<file path="config.mk">
export PLATFORM = sky130hd
export DESIGN_NAME = pipeline_ctrl
export DESIGN_NICKNAME = d
export VERILOG_FILES = /design/src/rtl/cpu_ctrl_pkg.sv /design/src/rtl/pipeline_mc_seq.sv /design/src/rtl/pipeline_ctrl.sv
export SDC_FILE = /design/constraint.sdc
export NUM_CORES = 1
export LEC_CHECK = 0
export BUFFER_PORTS_ARGS = -buffer_cell sky130_fd_sc_hd__buf_2
export CAP_MARGIN = 20
export CORE_ASPECT_RATIO = 1.1
export CORE_MARGIN = 2
export CORE_UTILIZATION = 45
export DETAILED_ROUTE_END_ITERATION = 7
export GPL_TIMING_DRIVEN = 0
export PLACE_DENSITY = 0.86
export SLEW_MARGIN = 20
export SYNTH_ARGS = -nofsm -noshare
export SYNTH_HDL_FRONTEND = slang
export SYNTH_SLANG_ARGS = --single-unit
</file>
<file path="constraint.sdc">
create_clock -name clk -period 2.6 [get_ports clk]
set_clock_uncertainty 0.15 [all_clocks]
set_input_delay 0.65 -clock clk [delete_from_list [all_inputs] [get_ports clk]]
set_output_delay 0.65 -clock clk [all_outputs]
set_load 0.01 [all_outputs]
</file>
<file path="src/rtl/cpu_ctrl_pkg.sv">
// -----------------------------------------------------------------------------
// cpu_ctrl_pkg
// Shared definitions for the pipeline stall/flush controller.
//   - 6-bit stall encodings, one per requesting stage. Bit map of the vector:
//     0=pc, 1=if_id, 2=id_ex, 3=ex_mem, 4=mem_wb, 5=wb.
//   - mc_state_t: multi-cycle EX sequencer states.
//   - mc_len_norm: maps a requested op length of 0 to 1.
// -----------------------------------------------------------------------------
package cpu_ctrl_pkg;

  // Each encoding freezes the requesting stage and everything upstream of it.
  // The first register downstream of the frozen group loads a bubble.
  localparam logic [5:0] STALL_NONE = 6'b000000;
  localparam logic [5:0] STALL_IF   = 6'b000011;
  localparam logic [5:0] STALL_ID   = 6'b000111;
  localparam logic [5:0] STALL_EX   = 6'b001111;
  localparam logic [5:0] STALL_MEM  = 6'b011111;

  typedef enum logic [1:0] {
    IDLE = 2'd0,
    BUSY = 2'd1,
    DONE = 2'd2
  } mc_state_t;

  // A zero-length op still occupies EX for one cycle.
  function automatic logic [3:0] mc_len_norm(input logic [3:0] len);
    return (len == 4'd0) ? 4'd1 : len;
  endfunction

endpackage

</file>
<file path="src/rtl/pipeline_mc_seq.sv">
// -----------------------------------------------------------------------------
// pipeline_mc_seq
// Sequencer for multi-cycle EX operations. An op accepted at cycle t with
// length N holds EX during cycles t..t+N-1 and pulses o_done at t+N.
// Ports:
//   clk, rst   clock, asynchronous active-high reset
//   i_start    pulse: EX begins a multi-cycle op (ignored while BUSY)
//   i_len      op length in cycles (0 treated as 1), sampled on accept only
//   i_flush    exception flush: aborts a running op without a done pulse
//   o_mc_hold  combinational: EX must hold this cycle
//   o_done     registered 1-cycle completion pulse
//   o_busy     registered: sequencer is in BUSY
// -----------------------------------------------------------------------------
module pipeline_mc_seq
  import cpu_ctrl_pkg::*;
(
  input  logic       clk,
  input  logic       rst,
  input  logic       i_start,
  input  logic [3:0] i_len,
  input  logic       i_flush,
  output logic       o_mc_hold,
  output logic       o_done,
  output logic       o_busy
);

  mc_state_t  r_state;
  mc_state_t  w_state_nxt;
  logic [3:0] r_cnt;
  logic [3:0] w_cnt_nxt;
  logic [3:0] w_len_n;
  logic       w_accept;
  logic       r_done;
  logic       r_busy;

  // Next-state / counter logic. DONE behaves like IDLE for a new start so
  // back-to-back ops lose no cycle.
  always_comb begin
    w_state_nxt = r_state;
    w_cnt_nxt   = r_cnt;
    w_accept    = 1'b0;
    w_len_n     = mc_len_norm(i_len);
    case (r_state)
      IDLE, DONE: begin
        if (i_start && !i_flush) begin
          w_accept = 1'b1;
          if (w_len_n == 4'd1) begin
            w_state_nxt = DONE;
          end else begin
            w_cnt_nxt   = w_len_n - 4'd1;
            w_state_nxt = BUSY;
          end
        end else begin
          w_state_nxt = IDLE;
        end
      end
      BUSY: begin
        if (i_flush) begin
          w_state_nxt = IDLE;
        end else if (r_cnt <= 4'd1) begin
          // <= rather than == so a corrupted zero count cannot wrap into a
          // 15-cycle hold.
          w_state_nxt = DONE;
        end else begin
          w_cnt_nxt = r_cnt - 4'd1;
        end
      end
      default: begin
        w_state_nxt = IDLE;
        w_cnt_nxt   = 4'd0;
      end
    endcase
  end

  // State, counter and registered status flags.
  always_ff @(posedge clk or posedge rst) begin
    if (rst) begin
      r_state <= IDLE;
      r_cnt   <= 4'd0;
      r_done  <= 1'b0;
      r_busy  <= 1'b0;
    end else begin
      r_state <= w_state_nxt;
      r_cnt   <= w_cnt_nxt;
      r_done  <= (w_state_nxt == DONE);
      r_busy  <= (w_state_nxt == BUSY);
    end
  end

  assign o_mc_hold = w_accept | (r_state == BUSY);
  assign o_done    = r_done;
  assign o_busy    = r_busy;

endmodule

</file>
<file path="src/rtl/pipeline_ctrl.sv">
// -----------------------------------------------------------------------------
// pipeline_ctrl
// Central stall/flush controller for the 5-stage pipeline. Merges per-stage
// stall requests into a 6-bit stall vector (highest stage wins), forwards the
// exception flush (which overrides all stalls), sequences multi-cycle EX ops
// and runs a sticky stall watchdog.
// Optional feature macro: PIPE_PERF_EN (builds the 32-bit perf counters; when
// undefined both perf outputs are tied to zero and no counter flops exist).
// Ports:
//   clk, rst         clock, asynchronous active-high reset
//   stallreq_if/id/ex/mem  per-stage stall requests
//   ex_mc_start, ex_mc_len multi-cycle EX op start pulse and length
//   exc_flush        exception/redirect flush
//   stall[5:0]       combinational stall vector
//   flush            combinational flush
//   ex_mc_done       registered op-complete pulse
//   ex_mc_busy       sequencer busy
//   stall_timeout    sticky: stall[0] held STALL_TIMEOUT consecutive cycles
//   perf_stall_cyc   cycles with stall[0]=1
//   perf_flush_cnt   cycles with flush=1
// -----------------------------------------------------------------------------
module pipeline_ctrl
  import cpu_ctrl_pkg::*;
#(
  parameter int STALL_TIMEOUT = 1000,
  parameter int WD_W          = 16
) (
  input  logic        clk,
  input  logic        rst,
  input  logic        stallreq_if,
  input  logic        stallreq_id,
  input  logic        stallreq_ex,
  input  logic        stallreq_mem,
  input  logic        ex_mc_start,
  input  logic [3:0]  ex_mc_len,
  input  logic        exc_flush,
  output logic [5:0]  stall,
  output logic        flush,
  output logic        ex_mc_done,
  output logic        ex_mc_busy,
  output logic        stall_timeout,
  output logic [31:0] perf_stall_cyc,
  output logic [31:0] perf_flush_cnt
);

  localparam logic [WD_W-1:0] WD_LIMIT = WD_W'(STALL_TIMEOUT);

  logic            w_mc_hold;
  logic [5:0]      w_stall;
  logic [WD_W-1:0] r_wd_cnt;
  logic [WD_W-1:0] w_wd_nxt;
  logic            r_timeout;

  pipeline_mc_seq u_mc_seq (
    .clk       (clk),
    .rst       (rst),
    .i_start   (ex_mc_start),
    .i_len     (ex_mc_len),
    .i_flush   (exc_flush),
    .o_mc_hold (w_mc_hold),
    .o_done    (ex_mc_done),
    .o_busy    (ex_mc_busy)
  );

  // Priority encode of stall requests; a flush empties the pipe so it must
  // never be blocked by a stall.
  always_comb begin
    w_stall = STALL_NONE;
    if (exc_flush) begin
      w_stall = STALL_NONE;
    end else if (stallreq_mem) begin
      w_stall = STALL_MEM;
    end else if (stallreq_ex || w_mc_hold) begin
      w_stall = STALL_EX;
    end else if (stallreq_id) begin
      w_stall = STALL_ID;
    end else if (stallreq_if) begin
      w_stall = STALL_IF;
    end else begin
      w_stall = STALL_NONE;
    end
  end

  assign stall = w_stall;
  assign flush = exc_flush;

  // Watchdog next count: saturating count of consecutive stall[0] cycles.
  always_comb begin
    w_wd_nxt = r_wd_cnt;
    if (!w_stall[0]) begin
      w_wd_nxt = '0;
    end else if (r_wd_cnt >= WD_LIMIT) begin
      w_wd_nxt = WD_LIMIT;
    end else begin
      w_wd_nxt = r_wd_cnt + WD_W'(1);
    end
  end

  // Watchdog counter and sticky timeout flag (set on the edge the count
  // reaches the limit, cleared only by reset).
  always_ff @(posedge clk or posedge rst) begin
    if (rst) begin
      r_wd_cnt  <= '0;
      r_timeout <= 1'b0;
    end else begin
      r_wd_cnt  <= w_wd_nxt;
      r_timeout <= r_timeout | (w_wd_nxt == WD_LIMIT);
    end
  end

  assign stall_timeout = r_timeout;

`ifdef PIPE_PERF_EN
  logic [31:0] r_perf_stall;
  logic [31:0] r_perf_flush;

  // Free-running performance counters; wrap naturally at 2^32.
  always_ff @(posedge clk or posedge rst) begin
    if (rst) begin
      r_perf_stall <= 32'd0;
      r_perf_flush <= 32'd0;
    end else begin
      if (w_stall[0]) begin
        r_perf_stall <= r_perf_stall + 32'd1;
      end
      if (exc_flush) begin
        r_perf_flush <= r_perf_flush + 32'd1;
      end
    end
  end

  assign perf_stall_cyc = r_perf_stall;
  assign perf_flush_cnt = r_perf_flush;
`else
  assign perf_stall_cyc = 32'd0;
  assign perf_flush_cnt = 32'd0;
`endif

endmodule
</file>
==> run_results.csv <==
group,metric,value,unit
timing,setup_tns,0,ns
floorplanning,start_util,0.479,
worst_hold_path,worst_hold_path.endpoint,"stall_timeout",
worst_setup_path,critPathLaunchType,"primary input",
logic_synthesis,synth.distinct_cells,45,
power,power_leakage,1.34,nW
layout,drive_gt1_frac,0.349,
worst_setup_path,endpoint_kind,"output port",
timing,setup_viol,0,
logic_synthesis,synth_edf_count,0,
logic_synthesis,syn-instance-count,214,
logic_synthesis,synthArstFlopShare,1.00,
outcome,outcome,"complete, no violations",
timing,fin_crit,2.47,ns
layout,final_cells,359,
timing,slew_viol_final,0,
logic_synthesis,synth-seq-area-share,0.325,
global_routing,grt_max_degree,26,
worst_setup_path,reg2reg_from,"u_mc_seq.r_cnt[0]",
placed_design,gp_congestion,0.837,
timing,post-route-period-util,0.950,
clocking,cts_tree,"built",
placed_design,place_hpwl,2.66,mm
timing,hold_ws,0.316,ns
drt,wl_per_cell,9.09,um
timing,rsz0062_at_grt,"no",
logic_synthesis,netlist_area,1930,um2
floorplanning,row_count,24,
timing,fmax,0.405,GHz
drt,drt-initial-drc-count,18,
power,ir_drop,0.000322,V
power,p_per_area,444,nW/um2
global_routing,use_met2,0.260,
drt,viasPerCell,4.03,
global_routing,use_met3,0.0170,
timing,worst_pin_slew,0.914,ns
logic_synthesis,synth.avg_cell_area,9.00,um2
timing,worst_slack,0.129,ns
worst_setup_path,criticalPathCategory,"primary input to output port",
clocking,clock_path_buffers,2,
floorplanning,die_height,72.6,um
global_routing,grt_usage,0.141,
logic_synthesis,ys_warn_count,0,
worst_setup_path,reg2reg_slack,0.60,ns
global_routing,antenna_found_initial,0,
clocking,clkSlewWorstSetupHoldPaths,0.08,ns
global_routing,top_usage_layer,"met2",
global_routing,grt_util_met1,0.171,
clocking,post_cts_buffers,0,
clocking,numCtsBuffers,3,
clocking,cts.sinks,25,
floorplanning,io_pins,86,
drt,finalWirelength,3.26,mm
run,maxCapViolCount,0,
timing,slew_headroom,0.390,
clocking,htreeDepth,1,
worst_setup_path,critPathRequiredTime,1.80,ns
global_routing,overflow,0,
drt,drc,0,
logic_synthesis,ys_seq_elements,25,
worst_hold_path,hold_depth,2,
layout,num_antenna_cells,0,
worst_setup_path,r2r_end,"u_mc_seq.r_cnt[1]",
drt,vias,1447,
drt,first_pass_iters,5,
global_routing,grt_first_pass_wirelength,5.39,mm
clocking,cts_resized,0,
floorplanning,core-area,4020,um2
worst_setup_path,cp_data_arrival_time,1.67,ns
floorplanning,dieArea,4820,um2
logic_synthesis,synth_flop_cell,"dfrtp_1",
clocking,ctsHoldBuffers,0,
placed_design,portBuffers,19,
placed_design,pre_cts_slack,-0.0470,ns
floorplanning,die_w,66.4,um
clocking,clk_latency,0.26,ns
drt,antenna_left,0,
worst_hold_path,min_path_type,"flip-flop to flip-flop",
global_routing,grt_pass1_vias,1276,
clocking,root_buffer,"clkbuf_8",
layout,nets,326,
layout,area_growth,24.4,%
placed_design,numPlacedInstances,355,
worst_hold_path,hp-start,"stall_timeout",
timing,hold_violations,0,
worst_setup_path,cp_max_fo,8,
worst_setup_path,worstRegToRegCells,7,
-- per-layer routing --
layer | vias to the layer above | part of all wire
met5 | - | 0
met4 | 0 | 0.0052
met3 | 2 | 0.065
met2 | 51 | 0.53
met1 | 628 | 0.40
li1 | 766 | -
-- critical path, cell delays in order --
cell and delay, ns:
buf_2 0.12, nor4_2 0.31, a31o_4 0.25, inv_1 0.08, buf_4 0.13, buf_2 0.12
-- cell usage after synthesis, drive strengths merged, types with 4 or more instances --
library cell  instances  share of area
a21oi                11          0.031
buf                  71           0.28
dfrtp                25           0.32
ha                    6          0.039
inv                  16          0.031
nand2                 9          0.018
nand2b                5          0.016
nand3                 5          0.013
nor2                 12          0.023
nor3                  4          0.016
xnor2                 4          0.018
xor2                  4          0.018
-- logic make-up after synthesis --
kind of cell | share of synthesized area
compound gates | 0.130
xor+xnor | 0.0364
fa+ha+maj | 0.0390
buf+inv | 0.307
simple gates | 0.149
mux | 0.0117
other cells | 0.00195
flops | 0.325
-- stage by stage --
stage	utilization	instance area [um2]	total power, W
floorplan	-	2190	0.000778
global placement	0.584	2350	0.000833
detailed placement	0.584	2350	0.000843
CTS	0.595	2390	0.00107
global route	0.595	2390	0.00114
finish	0.595	2390	0.00106
-- flip-flops by register name (all words and copies together), names as in the netlist --
register and flops:
stall_timeout 1, u_mc_seq.o_busy 1, u_mc_seq.r_cnt 4, u_mc_seq.r_state 2, u_mc_seq.o_done 1, r_wd_cnt 16
-- layout by cell type, fill, tap and decap left out, types with 4 or more instances in the layout --
cell type / count
inv_1: 16
dfrtp_1: 25
nor2_1: 12
nand3_1: 5
conb_1: 71
a21oi_1: 10
buf_4: 68
nand2b_1: 5
ha_1: 6
buf_2: 21
xnor2_1: 4
nand2_1: 9
xor2_1: 4
-- layout make-up --
| type | instances | area [um2] |
|---|---|---|
| Fill cell | 384 | 1630 |
| Multi-Input combinational cell | 172 | 971 |
| Sequential cell | 25 | 626 |
| Buffer | 71 | 532 |
| Timing Repair Buffer | 19 | 95.1 |
| Tap cell | 52 | 65.1 |
| Inverter | 16 | 60.1 |
| Clock buffer | 3 | 41.3 |
| Clock inverter | 1 | 5.00 |
-- how the worst max path moves through the flow --
stage,start,end
final,stallreq_mem,stall[1]
after global routing,stallreq_mem,stall[1]
after CTS,stallreq_mem,stall[1]
after detailed placement,ex_mc_len[2],u_mc_seq.r_cnt[1]
after global placement,ex_mc_len[2],u_mc_seq.r_cnt[0]
after floorplan,ex_mc_len[1],u_mc_seq.r_cnt[0]
-- report_power, final --
group / internal, W / switching, W
registers: 0.000437 / 0.0000415
logic: 0.000172 / 0.000190
clock network: 0.000107 / 0.000115
total: 0.000716 / 0.000347
(Power assumes the default switching activity.)
